--- config.mk ---
export PLATFORM = sky130hd
export DESIGN_NAME = ibex_pmp_csr_file_flat
export DESIGN_NICKNAME = d
export VERILOG_FILES = /design/src/rtl/ibex_pmp_csr_file.sv /design/src/rtl/ibex_pmp_csr_file_if.sv /design/src/flat_wrapper.sv
export SDC_FILE = /design/constraint.sdc
export NUM_CORES = 1
export LEC_CHECK = 0
export BUFFER_PORTS_ARGS = -buffer_cell sky130_fd_sc_hd__buf_2
export CORE_UTILIZATION = 49
export CTS_BUF_LIST = sky130_fd_sc_hd__clkbuf_4 sky130_fd_sc_hd__clkbuf_8
export CTS_CLUSTER_DIAMETER = 100
export CTS_CLUSTER_SIZE = 14
export DETAILED_ROUTE_END_ITERATION = 8
export GPL_TIMING_DRIVEN = 0
export PLACE_DENSITY = 0.88
export SYNTH_ARGS = -nofsm -noshare
export SYNTH_HDL_FRONTEND = slang
export SYNTH_SLANG_ARGS = --single-unit
--- constraint.sdc ---
create_clock -name clk_i -period 1.8 [get_ports clk_i]
set_input_delay 0.09 -clock clk_i [delete_from_list [all_inputs] [get_ports clk_i]]
set_output_delay 0.09 -clock clk_i [all_outputs]
set_load 0.02 [all_outputs]
--- src/rtl/ibex_pmp_csr_file.sv ---
// ---------------------------------------------------------------------------
// ibex_pkg (PMP subset)
// Shared PMP types consumed by the CSR file and the PMP access checker.
// ---------------------------------------------------------------------------
package ibex_pkg;
  typedef enum logic [1:0] {
    PMP_MODE_OFF   = 2'b00,
    PMP_MODE_TOR   = 2'b01,
    PMP_MODE_NA4   = 2'b10,
    PMP_MODE_NAPOT = 2'b11
  } pmp_cfg_mode_e;

  typedef struct packed {
    logic          lock;
    pmp_cfg_mode_e mode;
    logic          exec;
    logic          write;
    logic          read;
  } pmp_cfg_t;

  typedef struct packed {
    logic rlb;
    logic mmwp;
    logic mml;
  } pmp_mseccfg_t;
endpackage

// ---------------------------------------------------------------------------
// ibex_pmp_csr_file
// Architectural PMP state (pmpcfg, pmpaddr, mseccfg) with all WARL, lock and
// Smepmp write rules. Feeds the PMP access checker directly.
//
// Ports:
//   clk_i             : clock
//   rst_i             : synchronous active-high reset
//   csr_bus           : CSR access port (slave side), see ibex_pmp_csr_file_if
//   csr_pmp_cfg_o     : registered cfg per implemented entry
//   csr_pmp_addr_o    : {pmpaddr[31:0], 2'b00} per implemented entry
//   csr_pmp_mseccfg_o : registered {rlb, mmwp, mml}
//
// Parameters:
//   PMPGranularity : granule G, must match the checker instance
//   PMPNumRegions  : implemented entries (1..16); the rest read 0, ignore writes
// ---------------------------------------------------------------------------
module ibex_pmp_csr_file
  import ibex_pkg::*;
#(
  parameter int PMPGranularity = 0,
  parameter int PMPNumRegions  = 4
) (
  input  logic                  clk_i,
  input  logic                  rst_i,
  ibex_pmp_csr_file_if.slave    csr_bus,
  output pmp_cfg_t              csr_pmp_cfg_o  [PMPNumRegions],
  output logic [33:0]           csr_pmp_addr_o [PMPNumRegions],
  output pmp_mseccfg_t          csr_pmp_mseccfg_o
);

  localparam logic [11:0] CSR_PMPCFG0   = 12'h3A0;
  localparam logic [11:0] CSR_PMPADDR0  = 12'h3B0;
  localparam logic [11:0] CSR_MSECCFG   = 12'h747;
  localparam logic [11:0] CSR_MSECCFGH  = 12'h757;

  pmp_cfg_t     cfg_q  [PMPNumRegions];
  pmp_cfg_t     cfg_d  [PMPNumRegions];
  logic [31:0]  addr_q [PMPNumRegions];
  logic [31:0]  addr_d [PMPNumRegions];
  pmp_mseccfg_t mseccfg_q;
  pmp_mseccfg_t mseccfg_d;

  logic is_cfg;
  logic is_addr;
  logic is_mseccfg;
  logic is_mseccfgh;

  logic [PMPNumRegions-1:0] entry_locked;
  logic [PMPNumRegions-1:0] addr_locked;
  logic                     any_lock;
  logic                     rlb_writable;

  // pmpcfg0-3 occupy one aligned block of four, pmpaddr0-15 one block of 16.
  assign is_cfg      = (csr_bus.csr_addr[11:2] == CSR_PMPCFG0[11:2]);
  assign is_addr     = (csr_bus.csr_addr[11:4] == CSR_PMPADDR0[11:4]);
  assign is_mseccfg  = (csr_bus.csr_addr == CSR_MSECCFG);
  assign is_mseccfgh = (csr_bus.csr_addr == CSR_MSECCFGH);

  assign csr_bus.csr_illegal = ~(is_cfg | is_addr | is_mseccfg | is_mseccfgh);

  // An entry is locked unless rule-locking bypass is active. pmpaddr[i] is
  // additionally frozen when entry i+1 is a locked TOR region, since
  // pmpaddr[i] forms its lower bound.
  for (genvar i = 0; i < PMPNumRegions; i++) begin : g_lock
    assign entry_locked[i] = cfg_q[i].lock & ~mseccfg_q.rlb;
    if (i < PMPNumRegions - 1) begin : g_tor
      assign addr_locked[i] = entry_locked[i] |
                              (entry_locked[i+1] & (cfg_q[i+1].mode == PMP_MODE_TOR));
    end else begin : g_last
      assign addr_locked[i] = entry_locked[i];
    end
  end

  always_comb begin
    any_lock = 1'b0;
    for (int i = 0; i < PMPNumRegions; i++) begin
      any_lock = any_lock | cfg_q[i].lock;
    end
  end

  // RLB may change while it is set, or before any entry has been locked.
  // Once MML is on with RLB off, RLB can never come back.
  assign rlb_writable = mseccfg_q.rlb | (~any_lock & ~mseccfg_q.mml);

  // Byte layout of a cfg entry inside a pmpcfg word.
  function automatic logic [7:0] pack_cfg(pmp_cfg_t c);
    return {c.lock, 2'b00, c.mode, c.exec, c.write, c.read};
  endfunction

  // Encodings that would create an M-mode executable region under MML:
  // any X=1 without W (001/101), and the locked W-only shared encoding.
  // 011 (shared) and 111+L (shared read-only) are allowed.
  function automatic logic mml_exec_region(pmp_cfg_t c);
    return (c.exec & ~c.write) | (~c.read & c.write & ~c.exec);
  endfunction

  // WARL legalisation of one written cfg byte against the old value.
  function automatic pmp_cfg_t warl_cfg(pmp_cfg_t old_cfg, logic [7:0] wbyte,
                                        pmp_mseccfg_t sec);
    pmp_cfg_t n;
    n.lock  = wbyte[7];
    n.mode  = pmp_cfg_mode_e'(wbyte[4:3]);
    n.exec  = wbyte[2];
    n.write = wbyte[1];
    n.read  = wbyte[0];
    // NA4 cannot be represented when the granule exceeds four bytes.
    if ((n.mode == PMP_MODE_NA4) && (PMPGranularity >= 1)) begin
      n.mode = old_cfg.mode;
    end
    // R=0,W=1 is reserved outside MML.
    if (~n.read & n.write & ~sec.mml) begin
      n.write = 1'b0;
    end
    // Locked M-mode executable regions are refused outright under MML.
    if (sec.mml & ~sec.rlb & n.lock & mml_exec_region(n)) begin
      n = old_cfg;
    end
    return n;
  endfunction

  // Granule-aware pmpaddr readback: NAPOT fills the low G-1 bits with ones,
  // OFF/TOR hide the low G bits. The stored value itself is never touched.
  function automatic logic [31:0] addr_readback(logic [31:0] a, pmp_cfg_mode_e mode);
    logic [31:0] r;
    r = a;
    for (int b = 0; b < 32; b++) begin
      if ((mode == PMP_MODE_NAPOT) && (PMPGranularity >= 2) && (b < PMPGranularity - 1)) begin
        r[b] = 1'b1;
      end
      if (((mode == PMP_MODE_OFF) || (mode == PMP_MODE_TOR)) && (b < PMPGranularity)) begin
        r[b] = 1'b0;
      end
    end
    return r;
  endfunction

  // Combinational readback; unimplemented entries contribute nothing.
  always_comb begin
    csr_bus.csr_rdata = 32'h0;
    for (int i = 0; i < PMPNumRegions; i++) begin
      if (is_cfg && (int'(csr_bus.csr_addr[1:0]) == i / 4)) begin
        csr_bus.csr_rdata[8*(i%4) +: 8] = pack_cfg(cfg_q[i]);
      end
      if (is_addr && (int'(csr_bus.csr_addr[3:0]) == i)) begin
        csr_bus.csr_rdata = addr_readback(addr_q[i], cfg_q[i].mode);
      end
    end
    if (is_mseccfg) begin
      csr_bus.csr_rdata = {29'h0, mseccfg_q.rlb, mseccfg_q.mmwp, mseccfg_q.mml};
    end
  end

  // Next-state for every register, honouring locks and WARL rules.
  always_comb begin
    mseccfg_d = mseccfg_q;
    for (int i = 0; i < PMPNumRegions; i++) begin
      cfg_d[i]  = cfg_q[i];
      addr_d[i] = addr_q[i];
    end

    if (csr_bus.csr_we) begin
      for (int i = 0; i < PMPNumRegions; i++) begin
        if (is_cfg && (int'(csr_bus.csr_addr[1:0]) == i / 4) && !entry_locked[i]) begin
          cfg_d[i] = warl_cfg(cfg_q[i], csr_bus.csr_wdata[8*(i%4) +: 8], mseccfg_q);
        end
        if (is_addr && (int'(csr_bus.csr_addr[3:0]) == i) && !addr_locked[i]) begin
          addr_d[i] = csr_bus.csr_wdata;
        end
      end
      if (is_mseccfg) begin
        // MML and MMWP are sticky until reset.
        mseccfg_d.mml  = mseccfg_q.mml  | csr_bus.csr_wdata[0];
        mseccfg_d.mmwp = mseccfg_q.mmwp | csr_bus.csr_wdata[1];
        if (rlb_writable) begin
          mseccfg_d.rlb = csr_bus.csr_wdata[2];
        end
      end
    end
  end

  // State registers; reset takes priority over a same-cycle write.
  always_ff @(posedge clk_i) begin
    if (rst_i) begin
      for (int i = 0; i < PMPNumRegions; i++) begin
        cfg_q[i]  <= '{lock: 1'b0, mode: PMP_MODE_OFF, exec: 1'b0, write: 1'b0, read: 1'b0};
        addr_q[i] <= 32'h0;
      end
      mseccfg_q <= '0;
    end else begin
      for (int i = 0; i < PMPNumRegions; i++) begin
        cfg_q[i]  <= cfg_d[i];
        addr_q[i] <= addr_d[i];
      end
      mseccfg_q <= mseccfg_d;
    end
  end

  for (genvar i = 0; i < PMPNumRegions; i++) begin : g_out
    assign csr_pmp_cfg_o[i]  = cfg_q[i];
    assign csr_pmp_addr_o[i] = {addr_q[i], 2'b00};
  end

  assign csr_pmp_mseccfg_o = mseccfg_q;

endmodule

--- src/rtl/ibex_pmp_csr_file_if.sv ---
// ---------------------------------------------------------------------------
// ibex_pmp_csr_file_if
// Single-cycle CSR access port between the CSR block and the PMP CSR file.
//   csr_we     : write strobe, at most one write per cycle
//   csr_addr   : 12-bit CSR address, used for both read and write
//   csr_wdata  : write data
//   csr_rdata  : combinational read data for csr_addr
//   csr_illegal: combinational, csr_addr is not a PMP CSR handled here
// The CSR block uses the master modport, the PMP CSR file the slave modport.
// ---------------------------------------------------------------------------
interface ibex_pmp_csr_file_if;
  logic        csr_we;
  logic [11:0] csr_addr;
  logic [31:0] csr_wdata;
  logic [31:0] csr_rdata;
  logic        csr_illegal;

  modport master (
    output csr_we,
    output csr_addr,
    output csr_wdata,
    input  csr_rdata,
    input  csr_illegal
  );

  modport slave (
    input  csr_we,
    input  csr_addr,
    input  csr_wdata,
    output csr_rdata,
    output csr_illegal
  );
endinterface

--- src/flat_wrapper.sv ---
// flat-port wrapper written by rule: the top's interface ports become plain ports
module ibex_pmp_csr_file_flat import ibex_pkg::*;
#(
  parameter int PMPGranularity = 0,
  parameter int PMPNumRegions  = 4
)
  (clk_i, rst_i, csr_pmp_cfg_o, csr_pmp_addr_o, csr_pmp_mseccfg_o, csr_bus_csr_we, csr_bus_csr_addr, csr_bus_csr_wdata, csr_bus_csr_rdata, csr_bus_csr_illegal);
  ibex_pmp_csr_file_if csr_bus_i ();
  input  logic clk_i;
  input  logic rst_i;
  output pmp_cfg_t csr_pmp_cfg_o[PMPNumRegions];
  output logic [33:0] csr_pmp_addr_o[PMPNumRegions];
  output pmp_mseccfg_t csr_pmp_mseccfg_o;
  input wire logic [$bits(csr_bus_i.csr_we)-1:0] csr_bus_csr_we;
  input wire logic [$bits(csr_bus_i.csr_addr)-1:0] csr_bus_csr_addr;
  input wire logic [$bits(csr_bus_i.csr_wdata)-1:0] csr_bus_csr_wdata;
  output wire logic [$bits(csr_bus_i.csr_rdata)-1:0] csr_bus_csr_rdata;
  output wire logic [$bits(csr_bus_i.csr_illegal)-1:0] csr_bus_csr_illegal;
  assign csr_bus_i.csr_we = csr_bus_csr_we;
  assign csr_bus_i.csr_addr = csr_bus_csr_addr;
  assign csr_bus_i.csr_wdata = csr_bus_csr_wdata;
  assign csr_bus_csr_rdata = csr_bus_i.csr_rdata;
  assign csr_bus_csr_illegal = csr_bus_i.csr_illegal;
  ibex_pmp_csr_file #(.PMPGranularity(PMPGranularity), .PMPNumRegions(PMPNumRegions)) u_core (.clk_i(clk_i), .rst_i(rst_i), .csr_bus(csr_bus_i), .csr_pmp_cfg_o(csr_pmp_cfg_o), .csr_pmp_addr_o(csr_pmp_addr_o), .csr_pmp_mseccfg_o(csr_pmp_mseccfg_o));
endmodule
# Word level (Yosys, flattened, before mapping)
# Memory sizes are Yosys's and may differ from the RTL's.
# Index checks and enable logic that the tools add are counted.
dict set report totals {
  out_inout_bits 196
  mem_bits_rw 152
  inputBits 47
  n_memories 2
  wordCells 162
  reg_bits 3
}
# name words word_bits read_ports rd_clocked_by_memory_dff write_ports line_no
set mem_list {}
lappend mem_list {u_core.addr_q 4 32 4 0 4 ibex_pmp_csr_file.sv:66} ;# logic [31:0] addr_q [PMPNumRegions];
lappend mem_list {u_core.cfg_q 4 6 4 0 4 ibex_pmp_csr_file.sv:64} ;# pmp_cfg_t cfg_q [PMPNumRegions];
dict set report classes {
  mux 46
  reduce_logical 24
  n_bitwise 77
  eq_ne 10
}
# operator n
set ops {}
lappend ops {{$mux 32} 13}
lappend ops {{$mux 128} 1}
lappend ops {{$mux 6} 12}
lappend ops {{$and 1x1->1} 37}
lappend ops {{$mux 8} 4}
lappend ops {{$eq 12x11->1 const B} 2}
lappend ops {{$mux 24} 1}
lappend ops {{$or 1x1->1} 24}
lappend ops {{$not 1->1} 16}
lappend ops {{$mux 1} 15}
lappend ops {{$logic_and 1x1->1} 13}
lappend ops {{$eq 10x8->1 const B} 1}
lappend ops {{$eq 4x3->1 const B} 2}
lappend ops {{$eq 8x6->1 const B} 1}
lappend ops {{$logic_not 1->1} 7}
lappend ops {{$eq 2x1->1 const B} 3}
lappend ops {{$eq 4x2->1 const B} 1}
lappend ops {{$logic_not 4->1} 1}
lappend ops {{$reduce_and 3->1} 1}
lappend ops {{$logic_not 2->1} 1}
lappend ops {{$reduce_and 2->1} 1}

# Longest topological paths before layout
# Gate-level depths: netlist of run 1.
dict set report logic_depth {
  depth_word 14
  depth_mapped 8
  ltp_nobuf 4
}

# Worst setup path before layout of run 1
# Ideal clock, no wire load.
dict set report synth_timing {
  kind {register to register}
  startpoint {reg u_core.mseccfg_q, in the netlist u_core.csr_pmp_mseccfg_o[2]}
  endpoint {mem u_core.cfg_q[3][1] (netlist bit)}
  path_buffers 2
  setup_time_ns 0.121
  path_stages_with_launch 7
  setup_slack_ns -0.270
  t_arrival_ns 1.950
  t_required_ns 1.679
  synth_period_minus_slack_ns 2.070
  path_cell_list {dfxtp_1 > clkbuf_1 > clkinv_1 > a21oi_1 > and3_1 > buf_4 > mux2_2}
}
# item line_no
set synth_lines {}
lappend synth_lines {{from (decl)} ibex_pmp_csr_file.sv:68} ;# pmp_mseccfg_t mseccfg_q;
lappend synth_lines {{from (signal assigned)} ibex_pmp_csr_file.sv:222} ;# mseccfg_q <= mseccfg_d;
lappend synth_lines {{to (decl)} ibex_pmp_csr_file.sv:64}

==> reports/summary.log, run 1 <==
qor: synthesis.syn-cell-area 8125 sq um
qor: timing.final_min_period_over_clock_period 104.8%
qor: die.core_area 16060 sq um
qor: synthesis.synth-seq-cells 155
qor: grt.maximum_number_of_pins_on_one_net_before_global_route_repair 17
qor: clock_network.insertion_delay 0.50 ns
qor: critical_path.path_max_fanout 3
qor: timing.max_clock_freq 0.5300 GHz
qor: critical_path.cp-start-kind flop
qor: synthesis.ys_top_cells_by_count 155 x sky130_fd_sc_hd__dfxtp_1, 149 x sky130_fd_sc_hd__nand2b_1, 128 x sky130_fd_sc_hd__mux2i_1
qor: clock_network.ctsLongestPathBuffers 2
qor: timing.fin_hold_ws 0.08841 ns
qor: synthesis.dominant_combinational_cell_family_by_area_after_synthesis simple AND/OR/NAND/NOR gates
qor: timing.setup_total_negative_slack -1.018 ns
qor: routing.routed_wire_length_per_instance 24.34 um
qor: final_layout.finish.instance_area 11290 sq um
qor: synthesis.synth_simple_gate_area_share 22.53%
qor: timing.final-max-slew-violation-count 0
qor: routing.drc 0
qor: die.ios 243
qor: final_layout.nNetsFinal 1268
qor: synthesis.syn_inst 911
qor: timing.unrepaired_setup_endpoints_after_global_routing true
qor: grt.antenna_found_initial 0
qor: synthesis.synth-xor-area-share 0%
qor: routing.route.detailed.vias_per_inst 6.550
qor: timing.final-hold-violation-count 0
qor: place.dpl.hpwl 23160 um
qor: routing.dr.pass1.iters 7
qor: critical_path.critical_path_class flop to primary output
qor: timing.relSlewSlack 44.02%
qor: final_layout.num-fill-cells 1088
qor: synthesis.synthAdderAreaFrac 0%
qor: timing.setup_violations 26
qor: critical_path.cp-end-kind primary output
qor: synthesis.ranking_of_synthesized_cells_by_area sky130_fd_sc_hd__dfxtp_1 38%, sky130_fd_sc_hd__mux2i_1 16%, sky130_fd_sc_hd__nand2b_1 11%, sky130_fd_sc_hd__o21ai_0 4.8%, sky130_fd_sc_hd__a21oi_1 3.0%
qor: synthesis.synth.mux.area_fraction 16.74%
qor: pwr.power.ir.vdd_worst 0.5138 mV
qor: synthesis.synth-edff-count 0
qor: die.area_of_the_die 17100 sq um
qor: pwr.static-leakage-power 5.236 nW
qor: final_layout.ratio_of_cells_with_drive_above_1_in_the_final_layout 34.28%
qor: synthesis.synth_top_cell_area_share 38.19%
qor: run.max_capacitance_violation_count 0
qor: critical_path.worst_ep_arrival_time 1.80 ns
qor: grt.grt_pass1_vias 8981
qor: grt.grt_pass1_wl 49650 um
qor: critical_path.required 1.71 ns
qor: run_status.status finished, violations left
qor: synthesis.part_of_the_yosys_area_used_for_sequential_elements 38.19%
qor: die.dieHeight 130.8 um
qor: place.globalplace.congestion 0.9584
qor: die.horizontal_extent_of_the_die 130.8 um
qor: timing.finalCriticalPeriod 1.887 ns
qor: routing.drt_iter0_drc 1180
qor: synthesis.synth-compound-area-share 16.60%
qor: synthesis.unique_cell_type_count_in_the_yosys_netlist 54
qor: clock_network.numCtsBuffers 17
qor: synthesis.ys_warn_count 0
qor: routing.wl 35300 um
qor: place.io_buffer_count 229
qor: worst_hold_path.hp-class input port to flop
qor: synthesis.syn-mean-instance-area 8.919 sq um
qor: timing.skew 0.02044 ns
qor: pwr.powerDensity 630.9 nW/um^2
qor: grt.overall_routing_resource_usage 39.44%
qor: final_layout.antenna-diode-count 0
qor: run_status.failing_checks negative setup slack
qor: timing.transition_time_of_the_tightest_slew_check_pin 0.8397 ns
qor: clock_network.cts.root.buffer_cell sky130_fd_sc_hd__clkbuf_8
qor: clock_network.cts_htree_levels 4
qor: routing.vias 9498
qor: critical_path.r2r_setup_slack -0.06 ns
qor: timing.final_critical_path_setup_slack -0.08692 ns
qor: grt.grt_residual_overflow 0
qor: place.standard_cell_area_after_detailed_placement 9579 sq um
qor: synthesis.synthArstFlopShare 0%
qor: synthesis.ys_dominant_reg_cell sky130_fd_sc_hd__dfxtp_1
qor: synthesis.yosys.area.top_type sky130_fd_sc_hd__dfxtp_1
qor: final_layout.syn_to_final_growth 38.91%
qor: synthesis.yosysMostFrequentCell sky130_fd_sc_hd__dfxtp_1
qor: clock_network.clkSinkCount 155
qor: clock_network.cts_tree yes
qor: clock_network.clkSlewWorstSetupHoldPaths 0.10 ns
qor: die.initial_utilization 50.60%
qor: routing.ant_nets 0
qor: die.std_cell_rows 46
-- power by group --
group / leakage [nW] / internal [W] / total [W] / switching, W
sequential: 1.25 / 0.00343 / 0.00343 / 0.000000411
clock: 0.225 / 0.00155 / 0.00300 / 0.00145
combinational: 3.76 / 0.000256 / 0.000696 / 0.000439
total: 5.24 / 0.00524 / 0.00712 / 0.00189
-- worst paths after layout --
path | start | endpoint | cells after the start
worst max-delay path | u_core.addr_q[0][50] | csr_bus_csr_rdata[18] | 5
worst min-delay path | csr_bus_csr_we | u_core.csr_pmp_mseccfg_o[0] | 3
worst max register to register | u_core.cfg_q[1][5] | u_core.addr_q[0][11] | 5
worst min register to register | u_core.addr_q[0][78] | u_core.addr_q[0][78] | 2
-- area by class of cell --
cell class / count / area [sq um] / area share [%]
buffer: 83 / 538.0 / 4.767
clock buffer: 19 / 249.0 / 2.206
clock inverter: 13 / 191.4 / 1.696
inverter: 17 / 68.82 / 0.6097
multi-input combinational: 658 / 4936 / 43.73
sequential: 155 / 3114 / 27.59
tap: 216 / 270.3 / 2.394
timing repair buffer: 289 / 1919 / 17.00
-- cell families (layout without fill, tap and decap cells) --
kind of cell           Yosys count  after routing
AOI/OAI and AO/OA              212            212
buffers and inverters          105            421
DFF                            155            155
muxes                          134            134
other                            1              8
and+or+nand+nor                304            304
-- stage by stage --
stage	utilization, %	worst slack, ns	power, W	instances
6_report	70.29	-0.08692	0.007121	1450
5_1_grt	70.29	-0.1164	0.007223	1450
4_1_cts	68.67	-0.1520	0.006988	1449
3_5_place_dp	59.65	-1.006	0.004049	1363
3_3_place_gp	59.65	-1.027	0.004045	1363
2_1_floorplan	-	-0.003596	0.003830	918
-- metal layers --
metal	share of wire, %	routed length, um	GRT usage, %	vias up
met4	7.8	2744	28.87	0
li1	-	-	-	3855
met1	35	12460	45.90	4428
met2	43	15260	60.44	925
met5	0	0	0.2941	-
met3	14	4824	13.40	290
-- worst max-delay path, cell delays in order, from the launching register on --
cell                       delay [ns]
sky130_fd_sc_hd__dfxtp_1         0.37
sky130_fd_sc_hd__nand4b_1        0.12
sky130_fd_sc_hd__nor4_1          0.28
sky130_fd_sc_hd__o22ai_1         0.15
sky130_fd_sc_hd__a21oi_1         0.21
sky130_fd_sc_hd__buf_4           0.18
-- cell usage in the layout, fill, tap and decap left out, drive strengths merged, types with 4 or more instances in the layout --
master | synthesis | layout
a22oi | 25 | 25
a21oi | 48 | 48
dfxtp | 155 | 155
buf | 27 | 283
bufinv | 0 | 4
nor4 | 13 | 13
clkinv | 2 | 9
o2111a | 7 | 7
o22ai | 22 | 22
dlygate4sd3 | 0 | 32
o211ai | 8 | 8
nor3b | 5 | 5
nor3 | 4 | 4
nor2b | 14 | 14
o221ai | 6 | 6
conb | 1 | 8
nand3 | 36 | 36
clkbuf | 61 | 76
nor2 | 47 | 47
inv | 15 | 17
nand2 | 11 | 11
mux2i | 128 | 128
mux2 | 6 | 6
nand2b | 149 | 149
o21ai | 82 | 82
nand4b | 6 | 6
-- timing repair --
item,4_1_cts,5_1_grt
cloned,2,1
hold endpoints to repair,73,0
gates resized for setup,143,74
pin swaps,15,18
setup buffers,23,3
endpoints found under the setup margin,127,85
hold buffers,32,0
-- flip-flops by register name, summed over array words and instances (netlist names) --
register / cells
u_core.cfg_q: 24
u_core.csr_pmp_mseccfg_o: 3
u_core.addr_q: 128
No activity file was read; power rests on OpenSTA's default activity.
==> run 2, diff against run 1 <==
--- a/config.mk
+++ b/config.mk
@@ -13,6 +13,8 @@
 export DETAILED_ROUTE_END_ITERATION = 8
 export GPL_TIMING_DRIVEN = 0
 export PLACE_DENSITY = 0.88
+export RECOVER_POWER = 50
 export SYNTH_ARGS = -nofsm -noshare
 export SYNTH_HDL_FRONTEND = slang
 export SYNTH_SLANG_ARGS = --single-unit
+export TNS_END_PERCENT = 10
==> run 2 against run 1 <==
The flow finishes with violations (design-rule violations, negative setup slack). Clock skew shrank 0.0069 ns. First-iteration DRC count grew 0.42%. Sequential share of layout area grew 0.85 points. Power shrank 0.55%. Sequential power is essentially flat. Flip-flop and latch count is the same. Die area is the same. Maximum frequency shrank 3.2%. Count of clock-buffer cells in the layout is the same. Setup slack lost 0.062 ns. Final cell count shrank 0.34%. Combinational power shrank 1%. Critical path type is now input port to primary output. Largest cell class unchanged.
==> reports/summary.log, run 2 (synthesized netlist as in run 1, its figures left out) <==
qor: final_layout.most-common-layout-cells 172 x sky130_fd_sc_hd__buf_2, 149 x sky130_fd_sc_hd__nand2b_1, 147 x sky130_fd_sc_hd__dfxtp_1
qor: final_layout.register_ranked_first_by_flip_flop_count u_core.addr_q
qor: critical_path.path_max_fanout 10 [+7]
qor: grt.grt_pass1_vias 8710 [-3.0%]
qor: timing.setup_violations 26 [unchanged]
qor: routing.drc 1 [+1]
qor: die.core_area 16060 sq um [unchanged]
qor: pwr.internal-power 0.005232 W [about the same]
qor: clock_network.numCtsBuffers 17 [unchanged]
qor: timing.final-hold-violation-count 0 [unchanged]
qor: pwr.netSwitchingFraction 26.12% [-0.37 points]
qor: run.max_capacitance_violation_count 0 [unchanged]
qor: pwr.total_power 0.007082 W [-0.55%]
qor: pwr.power.ir.vdd_worst 0.5078 mV [-1.2%]
qor: timing.final_critical_path_setup_slack -0.1487 ns [-0.06177 ns]
qor: timing.final-max-slew-violation-count 0 [unchanged]
qor: worst_hold_path.hp-class input port to flop
qor: clock_network.cts_htree_levels 4 [unchanged]
qor: routing.ant_nets 0 [unchanged]
qor: final_layout.max_ffs_per_register 128 [unchanged]
qor: die.horizontal_extent_of_the_die 130.8 um [unchanged]
qor: critical_path.critical_path_class input port to primary output
qor: timing.fin_hold_ws 0.01057 ns [-0.07784 ns]
qor: pwr.combinationalPowerShare 9.7% [about the same]
qor: run_status.status finished, violations left
qor: clock_network.clkSinkCount 155 [unchanged]
qor: clock_network.ctsLongestPathBuffers 2 [unchanged]
qor: routing.dr.pass1.iters 9 [+2]
qor: routing.wl 34040 um [-3.6%]
qor: timing.unrepaired_setup_endpoints_after_global_routing true
qor: pwr.power.net_switching 0.001849 W [-1.9%]
qor: routing.routed_wire_length_per_instance 23.56 um [-3.2%]
qor: place.globalplace.congestion 0.9584 [unchanged]
qor: routing.drt_iter0_drc 1185 [+0.42%]
qor: critical_path.cell_chain_of_the_critical_path buf_2 > buf_6 > nand4bb_1 > clkbuf_2 > o22ai_1 > a22oi_1 > o22ai_1 > buf_4
qor: critical_path.cp-start-kind input port
qor: grt.maximum_number_of_pins_on_one_net_before_global_route_repair 17 [unchanged]
qor: final_layout.syn_to_final_growth 34.80%
qor: critical_path.crit_path_max_incr_delay 0.35 ns [-0.02 ns]
qor: clock_network.clkSlewWorstSetupHoldPaths 0.09 ns [about the same]
qor: place.pre_cts_slack -1.006 ns [unchanged]
qor: grt.grt_pass1_wl 47890 um [-3.5%]
qor: final_layout.layout.cells.most_common sky130_fd_sc_hd__buf_2
qor: clock_network.cts.root.buffer_cell sky130_fd_sc_hd__clkbuf_8
qor: pwr.power.share.sequential 48.3% [+0.2 points]
qor: timing.setup_total_negative_slack -1.037 ns [-0.01894 ns]
qor: critical_path.cp-end-kind primary output
qor: grt.grt_residual_overflow 0 [unchanged]
qor: timing.relSlewSlack 43.90% [-0.12 points]
qor: critical_path.required 1.71 ns [about the same]
qor: critical_path.rr_startpoint u_core.cfg_q[3][5]
qor: final_layout.nNetsFinal 1263 [-0.39%]
qor: grt.overall_routing_resource_usage 38.05% [-1.4 points]
qor: critical_path.crit_slowest_cell sky130_fd_sc_hd__clkbuf_2
qor: run_status.failing_checks design-rule violations, negative setup slack
qor: timing.max_clock_freq 0.5132 GHz [-3.2%]
qor: final_layout.antenna-diode-count 0 [unchanged]
qor: timing.finalCriticalPeriod 1.949 ns [+0.06177 ns]
qor: critical_path.cp_common_cell sky130_fd_sc_hd__o22ai_1
qor: die.dieHeight 130.8 um [unchanged]
qor: clock_network.insertion_delay 0.48 ns [-0.02 ns]
qor: routing.route.detailed.vias_per_inst 6.391 [-2.4%]
qor: critical_path.crit_path_start csr_bus_csr_addr[1]
qor: grt.antenna_found_initial 0 [unchanged]
qor: timing.skew 0.01358 ns [-0.006864 ns]
qor: die.initial_utilization 50.60% [unchanged]
qor: timing.transition_time_of_the_tightest_slew_check_pin 0.8415 ns [+0.001763 ns]
qor: pwr.static-leakage-power 4.945 nW [-5.6%]
qor: critical_path.worst_ep_arrival_time 1.86 ns [+0.06 ns]
qor: place.dpl.hpwl 23160 um [unchanged]
qor: final_layout.ratio_of_cells_with_drive_above_1_in_the_final_layout 29.05% [-5.2 points]
qor: routing.vias 9235 [-2.8%]
qor: die.ios 243 [unchanged]
qor: worst_hold_path.hold_start csr_bus_csr_we
qor: pwr.clkPwrFrac 42.0% [about the same]
qor: place.io_buffer_count 229 [unchanged]
qor: timing.final_min_period_over_clock_period 108.3% [+3.4 points]
qor: pwr.powerDensity 646.6 nW/um^2 [+2.5%]
qor: die.area_of_the_die 17100 sq um [unchanged]
qor: clock_network.cts_tree yes
qor: die.std_cell_rows 46 [unchanged]
==> run 2: per-stage QoR <==
stage | utilization (%) | std cells | cell area (sq um)
floorplan | - | 918 | 8163
global placement | 59.65 | 1363 | 9579
detailed placement | 59.65 | 1363 | 9579
CTS | 66.93 | 1441 | 10750
global route | 68.21 | 1445 | 10950
finish | 68.21 | 1445 | 10950
==> run 2: worst paths after layout <==
| kind | cells past startpoint | slack (ns) | to |
|---|---|---|---|
| hold / removal | 3 | 0.01 | u_core.csr_pmp_mseccfg_o[1] |
| setup reg to reg | 5 | -0.06 | u_core.addr_q[0][104] |
| setup / recovery | 8 | -0.15 | csr_bus_csr_rdata[1] |
| hold reg to reg | 2 | 0.49 | u_core.addr_q[0][78] |
==> run 2: repair_timing <==
action,4_1_cts,5_1_grt
pin swaps,7,23
endpoints found under the setup margin,127,111
setup buffers,14,5
hold endpoints to repair,73,0
hold buffers,32,0
gates resized for setup,87,92
gates cloned,2,1
==> run 2: layout make-up <==
type                       instances  area, sq um
inverter                          17        71.32
sequential                       155         3115
buffer                            84        539.3
clock buffer                      19        249.0
multi-input combinational        658         4780
timing repair buffer             283         1737
fill                            1193         5105
clock inverter                    13        191.4
tap                              216        270.3
==> run 2: critical path, delay by kind of cell <==
| family | cells | cell delay [ns] |
|---|---|---|
| buffers and inverters | 4 | 0.88 |
| AND/OR/NAND/NOR | 1 | 0.34 |
| AO/OA/AOI/OAI | 3 | 0.54 |
==> run 2: metal layers <==
layer	global-route usage, %	part of all wire (%)	vias to the layer above
met5	0	0	-
met4	27.11	7.0	0
met3	11.44	14	250
met2	58.89	44	861
met1	45.04	35	4272
li1	-	-	3852
==> run 2: power groups by stage <==
stage          Clock (W)  Combinational [W]  Sequential [W]
2_1_floorplan          0           0.000323         0.00351
3_3_place_gp           0           0.000538         0.00351
3_5_place_dp           0           0.000543         0.00351
4_1_cts          0.00294           0.000623         0.00342
5_1_grt          0.00307           0.000704         0.00342
6_report         0.00297           0.000686         0.00342
==> run 3, diff against run 2 <==
--- a/config.mk
+++ b/config.mk
@@ -6,13 +6,13 @@
 export NUM_CORES = 1
 export LEC_CHECK = 0
 export BUFFER_PORTS_ARGS = -buffer_cell sky130_fd_sc_hd__buf_2
-export CORE_UTILIZATION = 49
+export CORE_UTILIZATION = 54
 export CTS_BUF_LIST = sky130_fd_sc_hd__clkbuf_4 sky130_fd_sc_hd__clkbuf_8
 export CTS_CLUSTER_DIAMETER = 100
 export CTS_CLUSTER_SIZE = 14
 export DETAILED_ROUTE_END_ITERATION = 8
 export GPL_TIMING_DRIVEN = 0
-export PLACE_DENSITY = 0.88
+export PLACE_DENSITY = 0.91
 export RECOVER_POWER = 50
 export SYNTH_ARGS = -nofsm -noshare
 export SYNTH_HDL_FRONTEND = slang
==> constraint.sdc (replaced) <==
create_clock -name clk_i -period 2.1 [get_ports clk_i]
set_input_delay 0.105 -clock clk_i [delete_from_list [all_inputs] [get_ports clk_i]]
set_output_delay 0.105 -clock clk_i [all_outputs]
set_load 0.02 [all_outputs]
==> run 3 against run 2 <==
The flow finishes with violations (negative setup slack). Setup slack improved by 0.040 ns. Flip-flop and latch count stayed put. Sequential share of layout area up 1.8 points. Clock power down 14%. Final cell count down 2.9%. Critical path depth is 4 lower. Core utilization is 2.1 points higher. Sequential power decreased by 14%. Clock skew increased by 0.0012 ns. Non-clock buffer count shrank 11. Register-to-register slack got worse by 0.05 ns. Hold slack gained 0.044 ns.
==> reports/summary.log, run 3 (synthesized netlist as in run 1, its figures left out) <==
qor: timing.unrepaired_setup_endpoints_after_global_routing true
qor: critical_path.required 2.50 ns [+0.79 ns]
qor: critical_path.worst_r2r_path_depth 4 [-1]
qor: timing.relSlewSlack 39.05% [-4.9 points]
qor: critical_path.timing.critical_path.depth 4 [-4]
qor: grt.grt_residual_overflow 0 [unchanged]
qor: pwr.powerDensity 590.6 nW/um^2 [-8.7%]
qor: final_layout.syn_to_final_growth 26.21%
qor: critical_path.cp.buffers_inverters 1 [-3]
qor: routing.drt_iter0_drc 1239 [+4.6%]
qor: routing.dr.pass1.iters 6 [-3]
qor: grt.maximum_number_of_pins_on_one_net_before_global_route_repair 17 [unchanged]
qor: run_status.failing_checks negative setup slack
qor: worst_hold_path.hp-class input port to flop
qor: grt.overall_routing_resource_usage 41.30% [+3.2 points]
qor: final_layout.layout.cells.most_common sky130_fd_sc_hd__clkbuf_1
qor: critical_path.path_max_fanout 10 [unchanged]
qor: pwr.power.ir.vdd_worst 0.4442 mV [-13%]
qor: timing.final_min_period_over_clock_period 105.2%
qor: worst_hold_path.min_delay_worst_endpoint u_core.csr_pmp_mseccfg_o[0]
qor: timing.final_critical_path_setup_slack -0.1091 ns [+0.03961 ns]
qor: routing.route.detailed.vias_per_inst 6.440 [+0.77%]
qor: clock_network.insertion_delay 0.48 ns [about the same]
qor: timing.max_clock_freq 0.4527 GHz
qor: routing.routed_wire_length_per_instance 23.31 um [-1.0%]
qor: grt.grt_pass1_vias 8858 [+1.7%]
qor: critical_path.critical_path_class flop to flop
qor: worst_hold_path.hold_start csr_bus_csr_we
qor: clock_network.cts.root.buffer_cell sky130_fd_sc_hd__clkbuf_8
qor: die.core_area 14590 sq um [-9.1%]
qor: critical_path.rr_startpoint u_core.cfg_q[2][5]
qor: critical_path.r2r_setup_slack -0.11 ns [-0.05 ns]
qor: run_status.status finished, violations left
qor: critical_path.timing.rr.end u_core.addr_q[0][38]
qor: clock_network.clkSinkCount 155 [unchanged]
qor: routing.drc 0 [-1]
qor: critical_path.crit_path_max_incr_delay 0.67 ns [+0.32 ns]
qor: routing.ant_nets 0 [unchanged]
qor: final_layout.nNetsFinal 1252 [-0.87%]
qor: routing.wl 32710 um [-3.9%]
qor: die.std_cell_rows 44 [-4.3%]
qor: final_layout.most-common-layout-cells 189 x sky130_fd_sc_hd__clkbuf_1, 153 x sky130_fd_sc_hd__dfxtp_1, 149 x sky130_fd_sc_hd__nand2b_1
qor: grt.antenna_found_initial 0 [unchanged]
qor: worst_hold_path.hold_depth 3 [unchanged]
qor: die.initial_utilization 55.69% [+5.1 points]
qor: die.area_of_the_die 15540 sq um [-9.1%]
qor: place.io_buffer_count 229 [unchanged]
qor: critical_path.cell_chain_of_the_critical_path a31oi_1 > o211ai_1 > buf_2 > mux2i_1
qor: place.dpl.hpwl 23060 um [-0.43%]
qor: clock_network.numCtsBuffers 17 [unchanged]
qor: final_layout.ratio_of_cells_with_drive_above_1_in_the_final_layout 15.76% [-13 points]
qor: run.max_capacitance_violation_count 0 [unchanged]
qor: clock_network.clkSlewWorstSetupHoldPaths 0.09 ns [about the same]
qor: critical_path.crit_family compound AO/OA/AOI/OAI gates
qor: place.globalplace.congestion 0.9930 [+3.6%]
qor: timing.setup_violations 39 [+50%]
qor: pwr.static-leakage-power 4.274 nW [-14%]
qor: final_layout.register_ranked_first_by_flip_flop_count u_core.addr_q
qor: die.ios 243 [unchanged]
qor: grt.globalRouteMet1Util 48.64% [+3.6 points]
qor: critical_path.cp-start-kind flop
qor: clock_network.cts_tree yes
qor: pwr.total_power 0.006057 W [-14%]
qor: timing.transition_time_of_the_tightest_slew_check_pin 0.9143 ns [+0.07278 ns]
qor: clock_network.cts_htree_levels 4 [unchanged]
qor: critical_path.cp-end-kind flop
qor: grt.grt_pass1_wl 49060 um [+2.4%]
qor: timing.setup_total_negative_slack -2.188 ns [-1.152 ns]
qor: die.horizontal_extent_of_the_die 124.7 um [-4.7%]
qor: timing.final-hold-violation-count 0 [unchanged]
qor: critical_path.crit_slowest_cell sky130_fd_sc_hd__o211ai_1
qor: critical_path.worst_ep_arrival_time 2.61 ns [+0.75 ns]
qor: timing.finalCriticalPeriod 2.209 ns
qor: routing.vias 9036 [-2.2%]
qor: clock_network.ctsLongestPathBuffers 2 [unchanged]
qor: grt.global_routing_met2_resource_utilization 64.38% [+5.5 points]
qor: timing.skew 0.01482 ns [+0.001242 ns]
qor: timing.final-max-slew-violation-count 0 [unchanged]
qor: final_layout.max_ffs_per_register 128 [unchanged]
qor: die.dieHeight 124.7 um [-4.7%]
qor: grt.grtUsageMet3 14.86% [+3.4 points]
qor: grt.globalRoute.busiestLayer met2
-- run 3: cell count changes in the layout (fill, tap and decap cells not counted), moves of 10 or more --
cell and change:
sky130_fd_sc_hd__o21ai_0 +15, sky130_fd_sc_hd__o21ai_2 -10, sky130_fd_sc_hd__buf_6 -12, sky130_fd_sc_hd__buf_4 -23, sky130_fd_sc_hd__buf_2 -79, sky130_fd_sc_hd__clkbuf_1 +116
-- run 3: worst max-delay path by stage --
stage	startpoint	endpoint	slack, ns
after floorplan	u_core.csr_pmp_mseccfg_o[2]	u_core.cfg_q[3][1]	0.03
after global placement	csr_bus_csr_addr[6]	csr_bus_csr_rdata[21]	-0.73
after detailed placement	csr_bus_csr_addr[6]	csr_bus_csr_rdata[22]	-0.84
after CTS	u_core.cfg_q[1][5]	u_core.addr_q[0][46]	-0.02
after global routing	u_core.cfg_q[2][5]	u_core.addr_q[0][61]	-0.10
final	u_core.cfg_q[2][5]	u_core.addr_q[0][38]	-0.11
-- run 3: tightest hold or removal path, cell delays in order --
cell and delay [ns]:
sky130_fd_sc_hd__clkbuf_1 0.18, sky130_fd_sc_hd__nand3_1 0.14, sky130_fd_sc_hd__a21oi_1 0.06
-- run 3: per-stage QoR --
step	hold WS [ns]	utilization (%)	setup slack, ns	instances	area [sq um]
floorplan	0.2569	-	0.02951	918	8152
global placement	0.3814	65.31	-0.7280	1331	9528
detailed placement	0.3831	65.31	-0.8365	1331	9528
CTS	0.03405	71.20	-0.01871	1399	10390
global route	0.05871	70.27	-0.1016	1402	10250
finish	0.05468	70.29	-0.1091	1403	10250
-- run 3: timing repair --
action	CTS	global route
endpoints found under the hold margin	56	0
pin swaps	3	2
buffers inserted	5	4
hold buffers	32	0
setup endpoints to repair	81	103
resized for setup	24	19
-- run 3: metal layers --
layer	part of all wire [%]	routed length, um
met5	0	0
met1	36	11650
met2	45	14570
met3	14	4622
met4	5.7	1865
-- run 3: final cells by class --
| type | instances | area [sq um] |
|---|---|---|
| Buffer | 86 | 451.7 |
| Timing Repair Buffer | 270 | 1351 |
| Fill cell | 1182 | 4334 |
| Tap cell | 184 | 230.2 |
| Multi-Input combinational cell | 658 | 4611 |
| Sequential cell | 155 | 3105 |
| Inverter | 17 | 65.06 |
| Clock inverter | 12 | 168.9 |
| Antenna cell | 1 | 2.502 |
| Clock buffer | 20 | 269.0 |
-- run 3: power by group --
group | switching (W) | internal (W) | total, W
Clock | 0.00120 | 0.00136 | 0.00256
Combinational | 0.000354 | 0.000202 | 0.000556
Sequential | 0.000000334 | 0.00294 | 0.00294
